File: src/rtl/opsum_drain_pkg.sv
// opsum_drain_pkg: shared types and constants for the opsum_fifo drain controller.
//   state_t    - drain FSM states
//   POP_16/32  - fifo_pop_mod encodings
//   WMASK_*    - GLB byte-enable masks for a full word / low half-word
//   PSUM_W     - width of one output partial sum
package opsum_drain_pkg;

    localparam int unsigned PSUM_W = 16;

    typedef enum logic [2:0] {
        IDLE      = 3'd0,
        POP       = 3'd1,
        WAIT_DATA = 3'd2,
        WRITE     = 3'd3,
        DONE      = 3'd4
    } state_t;

    localparam logic POP_16 = 1'b0;
    localparam logic POP_32 = 1'b1;

    localparam logic [3:0] WMASK_FULL = 4'b1111;
    localparam logic [3:0] WMASK_LOW  = 4'b0011;

endpackage

File: src/rtl/opsum_drain.sv
// opsum_drain: drains psum_cnt 16-bit psums from opsum_fifo, packs them in
// pairs into 32-bit words and writes them to the GLB at consecutive word
// addresses starting at base_addr. A trailing odd psum is written alone with
// a low half-word mask.
// Ports:
//   clk, rst_n                     - clock, async active-low reset
//   start, base_addr, psum_cnt     - drain request and its parameters
//   busy, done                     - status / one-cycle completion pulse
//   fifo_empty, fifo_ge2           - FIFO occupancy flags
//   fifo_pop_en, fifo_pop_mod      - pop request (mod 1 = 32-bit burst pop)
//   fifo_pop_data                  - pop data, valid the cycle after the pop
//   glb_we, glb_addr, glb_wdata,
//   glb_wmask, glb_ready           - GLB write port with ready handshake
module opsum_drain
    import opsum_drain_pkg::*;
#(
    parameter int unsigned DATA_W = PSUM_W,
    parameter int unsigned ADDR_W = 32,
    parameter int unsigned CNT_W  = 16
) (
    input  logic                clk,
    input  logic                rst_n,
    input  logic                start,
    input  logic [ADDR_W-1:0]   base_addr,
    input  logic [CNT_W-1:0]    psum_cnt,
    output logic                busy,
    output logic                done,
    input  logic                fifo_empty,
    input  logic                fifo_ge2,
    output logic                fifo_pop_en,
    output logic                fifo_pop_mod,
    input  logic [2*DATA_W-1:0] fifo_pop_data,
    output logic                glb_we,
    output logic [ADDR_W-1:0]   glb_addr,
    output logic [2*DATA_W-1:0] glb_wdata,
    output logic [3:0]          glb_wmask,
    input  logic                glb_ready
);

    state_t              state;
    logic [CNT_W-1:0]    rem;
    logic [ADDR_W-1:0]   addr;
    logic [2*DATA_W-1:0] wbuf;
    logic                pair;

    logic                can_pair;
    logic                can_single;
    logic [CNT_W-1:0]    rem_next;

    // A burst pop needs two entries present; fifo_empty alone is not enough.
    always_comb begin
        can_pair   = (rem >= CNT_W'(2)) && fifo_ge2;
        can_single = (rem == CNT_W'(1)) && !fifo_empty;
        rem_next   = pair ? (rem - CNT_W'(2)) : (rem - CNT_W'(1));
    end

    // The pop must reach the FIFO in the POP cycle so data lands in WAIT_DATA,
    // hence pop_en/pop_mod decode state plus live FIFO flags.
    always_comb begin
        fifo_pop_en  = 1'b0;
        fifo_pop_mod = POP_16;
        if (state == POP) begin
            fifo_pop_en  = can_pair || can_single;
            fifo_pop_mod = can_pair ? POP_32 : POP_16;
        end
    end

    always_comb begin
        busy      = (state == POP) || (state == WAIT_DATA) || (state == WRITE);
        done      = (state == DONE);
        glb_we    = (state == WRITE);
        glb_addr  = glb_we ? addr : '0;
        glb_wdata = glb_we ? wbuf : '0;
        glb_wmask = glb_we ? (pair ? WMASK_FULL : WMASK_LOW) : '0;
    end

    always_ff @(posedge clk or negedge rst_n) begin
        if (!rst_n) begin
            state <= IDLE;
            rem   <= '0;
            addr  <= '0;
            wbuf  <= '0;
            pair  <= 1'b0;
        end else begin
            case (state)
                IDLE: begin
                    if (start) begin
                        if (psum_cnt != '0) begin
                            rem   <= psum_cnt;
                            addr  <= base_addr;
                            state <= POP;
                        end else begin
                            state <= DONE;
                        end
                    end
                end
                POP: begin
                    if (can_pair) begin
                        pair  <= 1'b1;
                        state <= WAIT_DATA;
                    end else if (can_single) begin
                        pair  <= 1'b0;
                        state <= WAIT_DATA;
                    end
                end
                WAIT_DATA: begin
                    if (pair) begin
                        wbuf <= fifo_pop_data;
                    end else begin
                        wbuf <= {{DATA_W{1'b0}}, fifo_pop_data[DATA_W-1:0]};
                    end
                    state <= WRITE;
                end
                WRITE: begin
                    if (glb_ready) begin
                        addr  <= addr + ADDR_W'(4);
                        rem   <= rem_next;
                        state <= (rem_next == '0) ? DONE : POP;
                    end
                end
                DONE: begin
                    state <= IDLE;
                end
                default: begin
                    state <= IDLE;
                end
            endcase
        end
    end

endmodule
File: config.mk
export PLATFORM = sky130hd
export DESIGN_NAME = opsum_drain
export DESIGN_NICKNAME = d
export VERILOG_FILES = /design/src/rtl/opsum_drain_pkg.sv /design/src/rtl/opsum_drain.sv
export SDC_FILE = /design/constraint.sdc
export NUM_CORES = 1
export LEC_CHECK = 0
export CAP_MARGIN = 10
export CORE_MARGIN = 2
export CORE_UTILIZATION = 48
export DETAILED_ROUTE_END_ITERATION = 8
export PLACE_DENSITY = 0.84
export SYNTH_ARGS = -nofsm -noshare
export SYNTH_HDL_FRONTEND = slang
export SYNTH_SLANG_ARGS = --single-unit
File: constraint.sdc
create_clock -name clk -period 4.05 [get_ports clk]
set_input_delay 0.6075 -clock clk [delete_from_list [all_inputs] [get_ports clk]]
set_output_delay 0.6075 -clock clk [all_outputs]
set_load 0.01 [all_outputs]
==> Word-level counts from Yosys, hierarchy flattened <==
Cells that the tools add are included.
{ "word_totals": {"register_bits": 84, "latch_bits": 0, "ram_bits": 0, "mem_bits_ro": 0, "inputBits": 86, "output_inout_bits": 73, "memories": 0} }
{ "classes": {"n_addsub": 3, "n_mul": 0, "div_mod_pow": 0, "order_cmp": 1, "eq_ne": 9, "n_shift": 0, "mux": 26, "bitwise_logic": 0, "reduce_logical": 14} }
{ "ops": {"columns": ["op", "count"], "rows": [
  ["$mux 32", 6],
  ["$mux 16", 4],
  ["$pmux 32 s2", 1],
  ["$add 32x3->32 const B", 1],
  ["$pmux 16 s2", 1],
  ["$mux 3", 6],
  ["$eq 16x1->1 const B", 1],
  ["$ge 16x2->1 const B", 1],
  ["$logic_not 16->1", 1],
  ["$reduce_bool 16->1", 1],
  ["$sub 16x1->16 const B", 1],
  ["$sub 16x2->16 const B", 1],
  ["$pmux 3 s4", 1],
  ["$mux 4", 2],
  ["$eq 3x2->1 const B", 2],
  ["$mux 1", 5],
  ["$ne 2x2->1 const B", 2],
  ["$reduce_and 4->1", 1],
  ["$reduce_bool 2->1", 2],
  ["$eq 3x1->1 const B", 1],
  ["$eq 3x3->1 const B", 1],
  ["$logic_not 3->1", 1],
  ["$logic_or 1x1->1", 3],
  ["$ne 3x3->1 const B", 1],
  ["other kinds (5)", 6]
]} }

==> Depth between registers and ports, before layout <==
{ "logic_depth": {"depth_word": 6, "depth_mapped": 10, "depth_no_buf": 8} }

==> Least setup slack after synthesis <==
Ideal clock, no wire load.
{ "synth_path": {"path_kind": "reg-to-output", "from": "register state[1]", "to": "output port glb_wdata[22]", "arrival_ns": 1.714, "required_time_ns": 3.442, "path_slack_ns": 1.728, "path_stages_with_launch": 9, "cell_sequence": "dfrtp_1 > clkbuf_1 > nand2_1 > or2_1 > clkbuf_1 > inv_2 > buf_2 > clkbuf_1 > and2_1"} }
{ "synth_between": {"elab_chain_cells": 2} }
{ "synth_lines": {"columns": ["element", "line_no", "source"], "rows": [
  ["start, declared", "opsum_drain.sv:40", "state_t state;"],
  ["start signal, assigned", "opsum_drain.sv:118", "state <= (rem_next == '0) ? DONE : POP;"],
  ["$eq 3x2->1", "opsum_drain.sv:71", "glb_we = (state == WRITE);"],
  ["net glb_we", "opsum_drain.sv:33", "output logic glb_we,"],
  ["$mux 32", "opsum_drain.sv:73", "glb_wdata = glb_we ? wbuf : '0;"],
  ["end, declared", "opsum_drain.sv:35", "output logic [2*DATA_W-1:0] glb_wdata,"]
]} }
The timed path passes the listed nets, and every way through them passes these cells.

==> Final worst setup path <==
{ "layout_path": {"from": "register state[1]", "to": "output port glb_wmask[3]"} }
{ "layout_between": {"elab_chain_cells": 2} }
{ "layout_lines": {"columns": ["element", "line_no", "source"], "rows": [
  ["$eq 3x2->1", "opsum_drain.sv:71", null],
  ["$mux 4", "opsum_drain.sv:74", "glb_wmask = glb_we ? (pair ? WMASK_FULL : WMASK_LOW) : '0;"],
  ["end, declared", "opsum_drain.sv:36", "output logic [3:0] glb_wmask,"]
]} }
Every way passes these cells.

==> run metrics <==
Lkg Pwr between 2 and 3 nW; Vias/cell 5.661; Syn Inst Count 609; Worst-Skew Late Latency 350 ps; Main synth FF type dfrtp_1; setup TNS 0 ps; placed cells between 800 and 900; Synth cell types 55; FF+latch count, synth 84; IO Pins 159; path type of the worst setup path flop to output port; CTS resizes 0; DIE AREA ~11000 um^2; status complete, no violations; I/O Buffers around 160; Reg clk slew, reported paths approximately 90 ps; initial antenna violation count 0; worst reg-to-reg path cell count 6; Critical Path Fanout Max 40; CTS Buf Count 9; PwrDens about 730 nW/um^2; # Max-Cap Violations 0; root buffer cell clkbuf_8; CP required 3440 ps; synthesis-to-layout area growth 35.89%; CTS Hold Bufs 0; ys async rst share between 90% and 100%; Synth Cell Area around 5100 um^2; Syn. warnings 0; layout cell share with drive strength beyond 1 8.054%; core outline area between 10000 and 15000 um^2; H-tree depth 3; max-slew violations 0; first-pass GRT wire length 23390 um; RSZ-0062 raised after global routing false; final net count 831; reg2reg end state[2]; CTS tree built; Post-Syn Nets 700; Worst-Margin Slew about 1100 ps; chip height 107.0 um; 1st-pass router iterations 5; type of the worst min-delay path primary input to asynchronous set/reset pin; Final Core Density between 60% and 70%; grt total ovfl 0; DRT iter0 DRCs 279; DR vias about 5000; post-route clock period utilization roughly 81%; CP endpoint kind output port; crit path time final 3285 ps; pin count of the biggest net entering global routing between 80 and 90; Max Fclk 0.3044 GHz; Critical R2R Launch pair; total track usage 25.29%; DP HPWL 10380 um; syn_area_per_cell between 8 and 9 um^2; worst reg-to-reg setup slack 1290 ps; # diodes 0; remaining antenna violation count after routing 0; WP data arrival 2680 ps; crit path launch type flop; CTS Sinks 84; Max-slew headroom a little over a quarter; Max IR drop VDD 0.4275 mV; Die Wd roughly 110 um; fillcell total 848; final setup fails 0; Starting Density 49.34%; sequential area share after synthesis 41.27%; Post-synth EDFFs 0; Fin. Hold Viols 0; drt drc 0; post-CTS setup buffer count 0; drt total wl 14210 um; Placer Congestion 0.8658; WL/cell 16.13 um; vias in the first global route between 4000 and 5000; final clock skew roughly 9.4 ps; Final Total Pwr 5.075 mW; Rows 37; final cell count without fillers about 880; worst-case clock buffer depth 2
metal layers:
metal | track usage [%] | vias to the layer above | part of all wire, %
li1 | - | 2417 | -
met1 | 33.35 | 2357 | 42
met2 | 42.08 | 174 | 49
met3 | 2.736 | 39 | 5.2
met4 | 11.22 | 0 | 3.6
met5 | 0 | - | 0
cells in the mapped netlist, types with 7 or more instances:
cell type  instances  area, um^2
buf_2              7       35.03
and2_1            57       356.6
a31oi_1            8       50.05
o22ai_1           17       106.4
clkbuf_1          32       120.1
and3_1             7       43.79
inv_1             18       67.56
nor3_1            12       60.06
nand4_1            7       43.79
a21oi_1           54       270.3
o21ai_1           10       50.05
dfrtp_1           84        2102
nand3_1           26       130.1
nor2_1            36       135.1
or3_1              7       43.79
nand2_1           82       307.8
mux2_2            19       214.0
a2bb2oi_1         16       140.1
o21ai_0           44       220.2
worst max path at each step:
| stage | start | end | slack, ps | cells after the start |
|---|---|---|---|---|
| 2_1_floorplan | state[1] | glb_wdata[22] | 1730 | 8 |
| 3_3_place_gp | psum_cnt[9] | addr[31] | 1090 | 8 |
| 3_5_place_dp | psum_cnt[7] | addr[8] | 1030 | 8 |
| 4_1_cts | state[1] | glb_wmask[3] | 750 | 6 |
| 5_1_grt | state[1] | glb_wmask[2] | 540 | 6 |
| 6_report | state[1] | glb_wmask[3] | 760 | 6 |
critical path, cell delays in order, from the launching register on:
cell	delay, ps
dfrtp_1	490
nand2_1	110
or2_1	250
clkinv_2	270
buf_4	410
and2_1	240
clkdlybuf4s50_1	550
power by group:
part           internal, mW  switching (mW)  total (mW)
combinational          1.38            1.42        2.80
clock                 0.308           0.321       0.629
sequential             1.25           0.399        1.65
through the flow:
step | hold slack [ps] | instance area (um^2) | worst slack (ps)
after global placement | 454.5 | 6713 | 1092
after CTS | 479.5 | 6922 | 754.1
after global routing | 512.5 | 6922 | 538.2
after detailed placement | 462.2 | 6713 | 1033
final | 458.1 | 6922 | 764.6
after floorplan | 311.9 | 5094 | 1728
kinds of logic (layout without fill, tap and decap cells):
family          Yosys count  in the layout  synth area share [%]
compound gates          171            171                 20.12
xor+xnor                  5              5                0.8597
fa+ha+maj                 5              5                 1.228
buf+inv                  64            200                 5.478
flops                    84             84                 41.27
mux                      21             21                 4.594
simple gates            259            259                 26.46
cells in the final DEF (no fill, tap or decap), types with 3 or more instances in the layout:
cell type / instances
dfrtp_1: 84
a31oi_1: 8
nor2_1: 36
nor3_1: 12
buf_4: 7
or3_1: 7
o21ai_0: 44
nor4_1: 6
a22oi_1: 6
and2_1: 57
o21ai_1: 10
nor3_2: 3
inv_1: 18
ha_1: 5
o22ai_1: 17
nand3_1: 26
clkbuf_8: 10
nand2_1: 82
nand4_1: 7
mux2_2: 19
a21oi_1: 53
xor2_1: 4
and3_1: 7
o2bb2ai_1: 3
a2bb2oi_1: 16
clkdlybuf4s50_1: 157
cell type report:
cell class,instances,area [um^2],share of cell area [%]
clock buffers,10,137.6,1.988
inverters,19,72.57,1.048
multi-input cells,461,2724,39.35
flip-flops and latches,84,2102,30.37
clock inverters,6,71.32,1.030
repair buffers,165,1644,23.75
well taps,136,170.2,2.458
sequential cells by signal (all words and copies together), names as in the netlist:
signal / flops
wbuf: 32
state: 3
rem: 16
addr: 32
pair: 1
No activity file was read; power rests on OpenSTA's default activity.
